File: src/rtl/cp0.sv
// Coprocessor-0: SR/Cause/EPC/PRId registers, interrupt/exception request and EPC capture.
// Sits beside the M stage; Req is combinational so the pipeline can flush in the same cycle.
module cp0 #(
    parameter logic [31:0] PRID = 32'h0024_0701
) (
    input  logic        clk,
    input  logic        reset,
    input  logic [4:0]  A1,
    input  logic [4:0]  A2,
    input  logic [31:0] Din,
    input  logic        WE,
    input  logic [31:0] PC,
    input  logic        BDIn,
    input  logic [4:0]  ExcCodeIn,
    input  logic [5:0]  HWInt,
    input  logic        EXLClr,
    output logic        Req,
    output logic [31:0] EPCOut,
    output logic [31:0] DOut
);

    logic [5:0]  im_q, im_d;
    logic        exl_q, exl_d;
    logic        ie_q, ie_d;
    logic        bd_q, bd_d;
    logic [5:0]  ip_q, ip_d;
    logic [4:0]  exc_code_q, exc_code_d;
    logic [31:0] epc_q, epc_d;

    logic        int_req;
    logic        exc_req;
    logic [31:0] pc_al;

    assign int_req = (|(HWInt & im_q)) & ie_q & ~exl_q;
    assign exc_req = (ExcCodeIn != 5'd0) & ~exl_q;
    assign Req     = int_req | exc_req;
    assign pc_al   = PC & ~32'h3;

    always_comb begin
        im_d       = im_q;
        exl_d      = exl_q;
        ie_d       = ie_q;
        bd_d       = bd_q;
        ip_d       = HWInt;
        exc_code_d = exc_code_q;
        epc_d      = epc_q;

        if (Req) begin
            // Taking the trap discards any mtc0 of the faulting instruction.
            exl_d      = 1'b1;
            bd_d       = BDIn;
            epc_d      = BDIn ? pc_al - 32'd4 : pc_al;
            exc_code_d = int_req ? 5'd0 : ExcCodeIn;
        end else begin
            if (WE) begin
                if (A2 == 5'd12) begin
                    im_d  = Din[15:10];
                    exl_d = Din[1];
                    ie_d  = Din[0];
                end else if (A2 == 5'd14) begin
                    epc_d = Din & ~32'h3;
                end
            end
            // eret wins over a simultaneous SR write for the EXL bit only.
            if (EXLClr) begin
                exl_d = 1'b0;
            end
        end
    end

    always_ff @(posedge clk) begin
        if (reset) begin
            im_q       <= '0;
            exl_q      <= 1'b0;
            ie_q       <= 1'b0;
            bd_q       <= 1'b0;
            ip_q       <= '0;
            exc_code_q <= '0;
            epc_q      <= '0;
        end else begin
            im_q       <= im_d;
            exl_q      <= exl_d;
            ie_q       <= ie_d;
            bd_q       <= bd_d;
            ip_q       <= ip_d;
            exc_code_q <= exc_code_d;
            epc_q      <= epc_d;
        end
    end

    assign EPCOut = epc_q;

    always_comb begin
        DOut = 32'h0;
        case (A1)
            5'd12:   DOut = {16'h0, im_q, 8'h0, exl_q, ie_q};
            5'd13:   DOut = {bd_q, 15'h0, ip_q, 3'h0, exc_code_q, 2'h0};
            5'd14:   DOut = epc_q;
            5'd15:   DOut = PRID;
            default: DOut = 32'h0;
        endcase
    end

endmodule

File: config.mk
export PLATFORM = sky130hd
export DESIGN_NAME = cp0
export DESIGN_NICKNAME = d
export VERILOG_FILES = /design/src/rtl/cp0.sv
export SDC_FILE = /design/constraint.sdc
export NUM_CORES = 1
export LEC_CHECK = 0
export BUFFER_PORTS_ARGS = -buffer_cell sky130_fd_sc_hd__buf_4
export CAP_MARGIN = 0
export CORE_MARGIN = 5
export CORE_UTILIZATION = 44
export CTS_CLUSTER_DIAMETER = 40
export CTS_CLUSTER_SIZE = 24
export DETAILED_ROUTE_END_ITERATION = 8
export PLACE_DENSITY = 0.78
export SLEW_MARGIN = 30
export SYNTH_ARGS = -nofsm -noshare
export SYNTH_HDL_FRONTEND = slang
export SYNTH_SLANG_ARGS = --single-unit
File: constraint.sdc
create_clock -name clk -period 1.9 [get_ports clk]
set_input_delay 0.095 -clock clk [delete_from_list [all_inputs] [get_ports clk]]
set_output_delay 0.095 -clock clk [all_outputs]
set_load 0.02 [all_outputs]
### Word level (Yosys, flattened, before mapping)

Index checks and enable logic that the tools add are counted.

* add/sub/neg operators: 1
* reduce and logical (&&, ||, !) cells: 9
* bitwise operators: 7
* equal/unequal tests: 7
* mux-type cells: 11

Operator list (number)
* two-way mux 32 bit: 5
* case mux 32 bit (4 select lines): 1
* subtractor 32 x 3 -> 32 bit, second input constant: 1
* == test 5 x 4 -> 1 bit, second input constant: 6
* AND 6 bit: 1
* AND reduction 3 bit: 2
* nonzero test 3 bit: 2
* OR reduction 6 bit: 1
* two-way mux 5 bit: 1
* nonzero test 5 bit: 1
* two-way mux 1 bit: 4
* nonzero test 2 bit: 2
* AND 1 bit: 3
* != test 2 bit, second input constant: 1
* NOT 1 bit: 2
* AND reduction 2 bit: 1
* OR 1 bit: 1

* logic and storage cells: 42
* flip-flop bits (word level): 52
* bits of input ports: 90

### Depth between registers and ports, before layout

Gate-level depths: netlist (run 1).

* depth in word-level cells: 7
* depth in mapped cells: 6
* gate-level depth less buffers: 6

### Least setup slack after synthesis (run 1)

Ideal clock, no wire load.

* path kind: register -> register
* start point: register im_q[1]
* end point: register epc_q[12] (netlist: EPCOut[12])
* library setup time: 86 ps
* data required time: 1814 ps
* cell stages (with the launch flop): 7
* arrival: 1854 ps
* path slack: -39 ps
* path buffers: 1
* clock period less this slack: 1939 ps
* cells stage by stage: dfxtp_1 -> a22o_1 -> o311a_1 -> nor2_2 -> inv_1 -> clkbuf_1 -> a211oi_1

* cells in the longest elaborated chain, start to end: 7
* elaborated cells between the ends (all ways): 10

RTL lines
* start: declaration: line 22 `logic [5:0] im_q, im_d;`
* start signal: assignment: line 81 `im_q <= im_d;`
* AND 6 bit (*): line 34 `assign int_req = (|(HWInt & im_q)) & ie_q & ~exl_q;`
* OR reduction 6 bit (*): line 34
* AND 1 bit (*) (2 in series): line 34
* OR 1 bit (*): line 36 `assign Req = int_req | exc_req;`
* via Req: line 17 `output logic Req,`
* != test 2 bit (no line) / nonzero test 2 bit (equally long branches)
* AND reduction 3 bit (no line)
* end signal: assignment: line 87 `epc_q <= epc_d;`
* end: declaration: line 28 `logic [31:0] epc_q, epc_d;`

The timed path passes the listed nets; every way through them passes the cells marked *.
A chain may end at the register's enable or synchronous reset.

### Final worst setup path (run 1)

* start point: register im_q[0]
* end point: register epc_q[22] (netlist: EPCOut[22])

* cells in the longest elaborated chain, start to end: 7
* elaborated cells between the ends (all ways): 10

RTL lines (line)
* AND 6 bit (*): 34
* OR reduction 6 bit (*): 34
* AND 1 bit (*) (2 in series): 34
* OR 1 bit (*): 36
* != test 2 bit (no line) / nonzero test 2 bit (equally long branches)
* AND reduction 3 bit (no line)

Every way passes the cells marked *; elsewhere a longest branch is shown, timed or not.

==> flow_metrics.env, run 1 <==
export IMPL_status="finished, violations left"
export IMPL_violations="negative setup slack"
export IMPL_coreArea_sq_um=8090
export IMPL_wl_um=13900
export IMPL_peakVddDrop_mv=0.355
export IMPL_clock_sinks=50
export IMPL_place_congestion=0.906
export IMPL_syn_avg_cell_area_sq_um=8.15
export IMPL_yosysSeqAreaShare_pct=27.8
export IMPL_rr_endpoint="EPCOut[22]"
export IMPL_ys_types=56
export IMPL_ioPinCount=155
export IMPL_maxCapViolCount=0
export IMPL_cp_required_ns=2.07
export IMPL_grt_pass1_wl_um=21200
export IMPL_preCtsSetupSlack_ns=-0.0799
export IMPL_worst_slack_ns=-0.0376
export IMPL_crit_path_start="im_q[0]"
export IMPL_cts_clk_slew_worst_paths_ns=0.10
export IMPL_cts_buffer_depth=2
export IMPL_root_buffer="clkbuf_8"
export IMPL_rsz0062_at_grt="true"
export IMPL_crit_path_end="EPCOut[22]"
export IMPL_wire_per_inst_um=19.3
export IMPL_path_class="register to register"
export IMPL_die_w_um=100
export IMPL_synthToLayoutAreaGrowth_pct=50.3
export IMPL_synth_area_leader_cell="dfxtp_1"
export IMPL_drive_above_1_share_pct=39.3
export IMPL_critPathLaunchType="register"
export IMPL_slew_viol_final=0
export IMPL_cts_tree="yes"
export IMPL_placed_area_sq_um=5040
export IMPL_synth_main_ff_cell="dfxtp_1"
export IMPL_fillCellCount=683
export IMPL_insertion_delay_ns=0.31
export IMPL_ant_nets=0
export IMPL_crit_path_end_kind="register"
export IMPL_setup_tns_ns=-0.111
export IMPL_tightestPinTransition_ns=0.890
export IMPL_worstReg2RegStart="im_q[0]"
export IMPL_max_freq_ghz=0.516
export IMPL_relSlewSlack_pct=40.5
export IMPL_holdWs_ns=0.00752
export IMPL_netlist_area_sq_um=3590
export IMPL_yosys_top_cells_area="dfxtp_1 (28%), o31a_1 (5.6%), nor4_1 (5.4%), mux2i_1 (5.3%), nor4b_1 (5.1%)"
export IMPL_setup_viol=6
export IMPL_yosysWarnings=0
export IMPL_drt_initial_drc_count=347
export IMPL_grt_overflow=0
export IMPL_hold_viol=0
export IMPL_cts_buffers=5
export IMPL_via_count=4422
export IMPL_placedCellCount=696
export IMPL_ys_ff_latch=50
export IMPL_via_per_inst=6.15
export IMPL_post_route_min_period_ns=1.94
export IMPL_crit_fanout=10
export IMPL_rr_worst_depth=7
export IMPL_synth_edff_count=0
export IMPL_initial_core_util_pct=44.4
export IMPL_n_antenna_cell=0
export IMPL_worstPathArrival_ns=2.11
export IMPL_drc=0
export IMPL_htree_levels=2
export IMPL_leakagePower_nw=2.11
export IMPL_antenna_found_initial=0
export IMPL_rrSetupSlack_ns=-0.04
export IMPL_dieHeight_um=100
export IMPL_die_area_sq_um=10100
export IMPL_io_buffers=150
export IMPL_synth_top_area_share_pct=27.8
export IMPL_power_density_nw_per_um2=530
export IMPL_firstDrtPassIters=5
export IMPL_grt_pass1_vias=4210
export IMPL_fin_skew_ns=0.00637
export IMPL_grt_max_degree=58
export IMPL_track_usage_pct=26.2
export IMPL_final_nets=704
export IMPL_hold_path_class="primary input to register"
export IMPL_syn_inst=441
export IMPL_dp_hpwl_um=10400
export IMPL_period_share_pct=102
export IMPL_async_flop_share_pct=0
export IMPL_instances_no_fill=719
export IMPL_final_area_sq_um=5400
export IMPL_rows=33
## report_power, final
group          switching, mW  internal (mW)
clock network          0.379          0.394
registers             0.0715           1.13
logic                  0.463          0.427
## critical path, stage by stage (launching register included)
cell and delay, ns:
dfxtp_1 0.34, a22o_1 0.26, o311a_4 0.38, buf_12 0.14, buf_4 0.17, nor4_2 0.31, buf_4 0.17, a311oi_1 0.04
## sequential cells by signal (all words and copies together) (netlist names)
register,flops
EPCOut,30
im_q,6
ip_q,6
exc_code_q,5
bd_q,1
exl_q,1
ie_q,1
## per-layer routing
layer | share of wire [%] | up-vias | track usage, %
li1 | - | 2070 | -
met2 | 50 | 207 | 44.8
met3 | 7.6 | 40 | 4.86
met1 | 40 | 2105 | 32.5
met5 | 0 | - | 0
met4 | 3.2 | 0 | 9.74
## how the worst min path moves through the flow
| stage | startpoint | to | slack (ns) | cells past startpoint |
|---|---|---|---|---|
| 2_1_floorplan | HWInt[0] | ip_q[0] | 0.22 | 1 |
| 3_3_place_gp | HWInt[2] | ip_q[2] | 0.32 | 2 |
| 3_5_place_dp | HWInt[4] | ip_q[4] | 0.32 | 2 |
| 4_1_cts | HWInt[4] | ip_q[4] | 0.005 | 2 |
| 5_1_grt | HWInt[0] | ip_q[0] | 0.0009 | 2 |
| 6_report | HWInt[2] | ip_q[2] | 0.008 | 2 |
## cell type report
type | instances | area, sq um | area share [%]
Timing Repair Buffer | 206 | 1610 | 29.9
Sequential cell | 50 | 1000 | 18.6
Clock buffer | 6 | 72.6 | 1.34
Multi-Input combinational cell | 343 | 2520 | 46.6
Inverter | 7 | 26.3 | 0.486
Clock inverter | 2 | 37.5 | 0.695
Tap cell | 105 | 131 | 2.43
## synthesized netlist by cell type (all sizes together), types with 14 or more instances
library cell  count
dfxtp            50
mux2i            19
nor2             35
nor4b            22
nand2b           15
a21oi            16
o31a             23
clkbuf           33
nor4             31
o31ai            14
a211oi           20
and2             14
## logic make-up after synthesis
family / after synthesis / synth area share, %
buf+inv: 49 / 5.39
mux: 19 / 5.29
xor+xnor: 10 / 2.44
fa+ha+maj: 1 / 0.348
flops: 50 / 27.8
simple gates: 198 / 34.5
compound gates: 113 / 24.1
other cells: 1 / 0.104
## what timing repair did
item | CTS | global route
endpoints found under the setup margin | 2 | 33
endpoints found under the hold margin | 0 | 1
setup buffers | 10 | 3
hold buffers | 0 | 1
cloned | 1 | 0
gates resized for setup | 8 | 13
pin swaps | 4 | 6
## cell usage in the layout, fill, tap and decap left out, drive strengths merged, types with 10 or more instances in the layout
cell,Yosys,layout
dfxtp,50,50
nand3,11,11
nand2b,15,15
o31ai,14,14
a311oi,13,13
or4,13,13
nor4b,22,22
mux2i,19,19
nor2b,10,10
o31a,23,23
nor2,35,35
a21oi,16,16
a211oi,20,20
nor3,11,11
nor4,31,31
buf,9,204
and2,14,14
## stage by stage
stage / utilization (%) / total power, mW
2_1_floorplan: - / 1.63
3_3_place_gp: 62.2 / 2.04
3_5_place_dp: 62.3 / 2.06
4_1_cts: 65.5 / 2.83
5_1_grt: 66.8 / 2.98
6_report: 66.8 / 2.86
(Power assumes the default switching activity.)
==> inputs of run 2 (changes only) <==
Settings changed: BUFFER_PORTS_ARGS -buffer_cell sky130_fd_sc_hd__buf_4 to default, CORE_ASPECT_RATIO from default to 1.25, CORE_UTILIZATION 44 to 50, DONT_BUFFER_PORTS from default to 1, PLACE_DENSITY 0.78 to default.
Clock period 1.9 ns to 2.38 ns, I/O delays scaled along.
==> run 2 against run 1 <==
  * The run now ends clean
  * Power is 30% lower
  * First-iteration DRC count is 34% lower
  * Flip-flop and latch count stayed put
  * Design area is 24% lower
  * Sequential power is 15% lower
  * Register-to-register slack better by 0.41 ns
  * Via count is 17% lower
  * Combinational power is 58% lower
  * Final cell count is 24% lower
  * Routed wire length is 9.7% lower
  * Global-route usage is 0.67 points higher
  * Largest cell class unchanged
  * Largest power group unchanged
  * Highest routed layer unchanged
==> flow_metrics.env, run 2 (synthesized netlist as in run 1, its figures left out) <==
export IMPL_cts_buffers=5
export IMPL_holdWs_ns=0.00949
export IMPL_fin_skew_ns=0.00806
export IMPL_synthToLayoutAreaGrowth_pct=14.1
export IMPL_slowest_delay_ns=0.38
export IMPL_critPathBufInv=2
export IMPL_via_per_inst=6.72
export IMPL_dieHeight_um=105
export IMPL_insertion_delay_ns=0.31
export IMPL_wl_um=12500
export IMPL_p_total_mw=2.00
export IMPL_leakagePower_nw=1.26
export IMPL_power_density_nw_per_um2=488
export IMPL_firstDrtPassIters=5
export IMPL_critPathLaunchType="register"
export IMPL_dp_hpwl_um=9110
export IMPL_track_usage_pct=26.8
export IMPL_tightestPinTransition_ns=0.826
export IMPL_via_count=3676
export IMPL_ant_nets=0
export IMPL_relSlewSlack_pct=44.9
export IMPL_grt_overflow=0
export IMPL_placed_area_sq_um=3680
export IMPL_rsz0062_at_grt="false"
export IMPL_placedCellCount=507
export IMPL_setup_tns_ns=0
export IMPL_root_buffer="clkbuf_8"
export IMPL_met3_usage_pct=6.06
export IMPL_crit_slowest_cell="o311a_1"
export IMPL_die_area_sq_um=9000
export IMPL_cts_tree="yes"
export IMPL_status="finished, final reports clean"
export IMPL_max_freq_ghz=0.448
export IMPL_cts_clk_slew_worst_paths_ns=0.10
export IMPL_coreArea_sq_um=6980
export IMPL_drc=0
export IMPL_crit_path_end_kind="output pin"
export IMPL_die_w_um=85.8
export IMPL_cts_resized_gates=0
export IMPL_antenna_found_initial=1
export IMPL_layout_common_cells="dfxtp_1 (50), nor2_1 (34), nor4_1 (31)"
export IMPL_crit_fanout=23
export IMPL_wire_per_inst_um=22.9
export IMPL_largest_reg_flops=30
export IMPL_final_nets=544
export IMPL_worst_path_dominant_cell_family="buffers and inverters"
export IMPL_grt_max_degree=58
export IMPL_fillCellCount=656
export IMPL_grt_busiest_layer="met2"
export IMPL_post_route_min_period_ns=2.23
export IMPL_grt_met1_usage_pct=33.6
export IMPL_worst_slack_ns=0.146
export IMPL_cts_buffer_depth=2
export IMPL_maxCapViolCount=0
export IMPL_clock_sinks=50
export IMPL_instances_no_fill=547
export IMPL_grt_pass1_wl_um=19400
export IMPL_hold_path_class="primary input to register"
export IMPL_drt_initial_drc_count=229
export IMPL_worstPathArrival_ns=2.11
export IMPL_ioPinCount=155
export IMPL_rows=34
export IMPL_path_class="register to output pin"
export IMPL_drive_above_1_share_pct=9.03
export IMPL_final_common_cell="dfxtp_1"
export IMPL_grt_use_met2_pct=44.6
export IMPL_hold_viol=0
export IMPL_fin_util_pct=58.8
export IMPL_htree_levels=2
export IMPL_period_share_pct=93.9
export IMPL_final_area_sq_um=4100
export IMPL_setup_viol=0
export IMPL_slew_viol_final=0
export IMPL_path_cells="a22o_1 -> o311a_1 -> nor2_2 -> inv_1 -> buf_4"
export IMPL_io_buffers=0
export IMPL_place_congestion=0.851
export IMPL_peakVddDrop_mv=0.294
export IMPL_preCtsSetupSlack_ns=0.415
export IMPL_initial_core_util_pct=51.5
export IMPL_grt_pass1_vias=3587
export IMPL_cp_required_ns=2.26
==> run 2: layout make-up <==
type	instances	area (sq um)	area share (%)
Sequential cell	50	1000	24.4
Multi-Input combinational cell	343	2410	58.9
Clock buffer	6	72.6	1.77
Clock inverter	2	37.5	0.915
Antenna cell	3	7.51	0.183
Tap cell	90	113	2.75
Inverter	7	26.3	0.641
Timing Repair Buffer	46	428	10.4
==> run 2: worst paths after layout <==
kind	cells after the start	slack (ns)	startpoint	end
hold / removal	2	0.009	PC[27]	EPCOut[27]
setup reg to reg	5	0.37	im_q[3]	EPCOut[22]
hold reg to reg	2	0.48	exc_code_q[0]	exc_code_q[0]
setup / recovery	5	0.15	im_q[3]	Req
==> run 2: what timing repair did <==
action	in CTS	in global routing
endpoints found under the hold margin	50	0
hold buffers	29	0
buffers inserted	0	0
==> run 2: routing by layer <==
metal,share of wire [%],vias up
met3,7.7,28
met2,49,143
met4,3.1,0
met5,0,-
met1,40,1753
li1,-,1752
==> run 2: power by group <==
part | total [mW] | switching [mW] | internal [mW] | leakage, nW
Combinational | 0.374 | 0.197 | 0.177 | 0.797
Clock | 0.609 | 0.295 | 0.314 | 0.0514
Sequential | 1.02 | 0.120 | 0.899 | 0.414
==> inputs of run 3 (changes only) <==
Settings changed: CORE_UTILIZATION 50 to 35.
==> run 3 against run 2 <==
  * First-iteration DRC count up 33%
  * Sequential power about the same
  * Fmax up 1.5%
  * Final cell count up 5.5%
  * Combinational power down 4%
  * Largest power group unchanged
  * Design area up 0.49%
  * Flip-flop and latch count unchanged
  * Core utilization down 18 points
  * Clock-buffer cell count down 1
  * Critical path type unchanged
  * Clock power up 38%
  * Non-clock buffer count down 10
==> flow_metrics.env, run 3 (synthesized netlist as in run 1, its figures left out) <==
export IMPL_coreArea_sq_um=10100
export IMPL_wl_met2_um=6440
export IMPL_io_buffers=0
export IMPL_grt_pass1_wl_um=19700
export IMPL_peakVddDrop_mv=0.276
export IMPL_relSlewSlack_pct=50.5
export IMPL_initial_core_util_pct=35.8
export IMPL_worstHoldStart="reset"
export IMPL_die_w_um=101
export IMPL_root_buffer="clkbuf_16"
export IMPL_final_nets=534
export IMPL_setup_tns_ns=0
export IMPL_rr_worst_depth=5
export IMPL_wl_um=13000
export IMPL_setup_viol=0
export IMPL_min_path_cells=2
export IMPL_cts_tree="yes"
export IMPL_drc=0
export IMPL_dieHeight_um=123
export IMPL_antenna_found_initial=3
export IMPL_crit_fanout=23
export IMPL_path_class="register to output pin"
export IMPL_cts_buffer_depth=2
export IMPL_slew_viol_final=0
export IMPL_leakagePower_nw=1.25
export IMPL_grt_pass1_vias=3681
export IMPL_place_congestion=0.888
export IMPL_via_count=3630
export IMPL_worst_slack_ns=0.179
export IMPL_die_area_sq_um=12400
export IMPL_power_density_nw_per_um2=539
export IMPL_max_freq_ghz=0.454
export IMPL_rr_endpoint="EPCOut[18]"
export IMPL_synthToLayoutAreaGrowth_pct=14.6
export IMPL_dp_hpwl_um=9610
export IMPL_holdPathEnd="im_q[0]"
export IMPL_cts_clk_slew_worst_paths_ns=0.07
export IMPL_instances_no_fill=577
export IMPL_hold_path_class="primary input to register"
export IMPL_htree_levels=2
export IMPL_layout_common_cells="dfxtp_1 (50), nor2_1 (34), nor4_1 (31)"
export IMPL_drt_initial_drc_count=304
export IMPL_wl_met1_um=5040
export IMPL_met3_length_um=1140
export IMPL_rows=41
export IMPL_largest_reg_flops=30
export IMPL_drive_above_1_share_pct=9.01
export IMPL_rrSetupSlack_ns=0.44
export IMPL_slowest_delay_ns=0.40
export IMPL_placed_area_sq_um=3720
export IMPL_via_per_inst=6.29
export IMPL_hold_viol=0
export IMPL_worstReg2RegStart="im_q[1]"
export IMPL_critPathLaunchType="register"
export IMPL_fin_util_pct=41.0
export IMPL_final_common_cell="dfxtp_1"
export IMPL_rsz0062_at_grt="false"
export IMPL_firstDrtPassIters=5
export IMPL_track_usage_pct=20.4
export IMPL_final_area_sq_um=4120
export IMPL_grt_overflow=0
export IMPL_maxCapViolCount=0
export IMPL_placedCellCount=544
export IMPL_insertion_delay_ns=0.29
export IMPL_wire_per_inst_um=22.6
export IMPL_critPathBufInv=2
export IMPL_grt_max_degree=51
export IMPL_holdWs_ns=0.00559
export IMPL_ant_nets=0
export IMPL_path_cells="a22o_1 -> o311a_1 -> nor2_2 -> inv_1 -> buf_4"
export IMPL_dr_max_layer_used="met4"
export IMPL_post_route_min_period_ns=2.20
export IMPL_cp_required_ns=2.26
export IMPL_tightestPinTransition_ns=0.742
export IMPL_postCtsSetupRepairBufs=0
export IMPL_clock_sinks=50
export IMPL_crit_path_end_kind="output pin"
export IMPL_preCtsSetupSlack_ns=0.357
export IMPL_worstPathArrival_ns=2.08
export IMPL_crit_slowest_cell="o311a_1"
export IMPL_status="finished, final reports clean"
export IMPL_ioPinCount=155
export IMPL_p_total_mw=2.22
export IMPL_cts_buffers=5
export IMPL_worst_path_dominant_cell_family="compound AO/OA/AOI/OAI gates"
export IMPL_period_share_pct=92.5
export IMPL_fin_skew_ns=0.00645
==> run 3: cell count changes in the layout (fill, tap and decap cells not counted) <==
cell	previous run	this run
buf_4	17	15
clkbuf_1	1	0
clkbuf_16	0	5
clkbuf_8	5	0
diode_2	3	4
dlygate4sd3_1	28	20
inv_8	0	1
==> run 3: routing by layer <==
metal	vias up	GRT usage (%)
met2	137	34.3
met4	0	9.35
li1	1736	-
met1	1733	23.3
met5	-	0
met3	24	6.72
==> run 3: worst max path at each step <==
stage | from | end | cells after the start
2_1_floorplan | im_q[1] | EPCOut[12] | 6
3_3_place_gp | PC[3] | EPCOut[31] | 4
3_5_place_dp | PC[3] | EPCOut[31] | 4
4_1_cts | im_q[2] | Req | 5
5_1_grt | im_q[2] | Req | 5
6_report | im_q[1] | Req | 5
==> run 3: final cells by class <==
cell class | count | area, sq um
Sequential cell | 50 | 1000
Multi-Input combinational cell | 343 | 2410
Clock inverter | 3 | 48.8
Tap cell | 129 | 161
Timing Repair Buffer | 36 | 333
Antenna cell | 4 | 10.0
Clock buffer | 5 | 125
Inverter | 7 | 26.3
Fill cell | 1037 | 5930
==> run 3: repair_timing <==
item	in CTS	in global routing
endpoints found under the setup margin	0	0
hold buffers	21	0
gates resized for setup	0	0
hold endpoints to repair	49	0
==> run 3: power by group <==
group / switching, mW / leakage (nW) / total (mW) / internal (mW)
clock network: 0.336 / 0.0820 / 0.839 / 0.504
registers: 0.122 / 0.414 / 1.02 / 0.900
logic: 0.190 / 0.755 / 0.358 / 0.168
total: 0.648 / 1.25 / 2.22 / 1.57
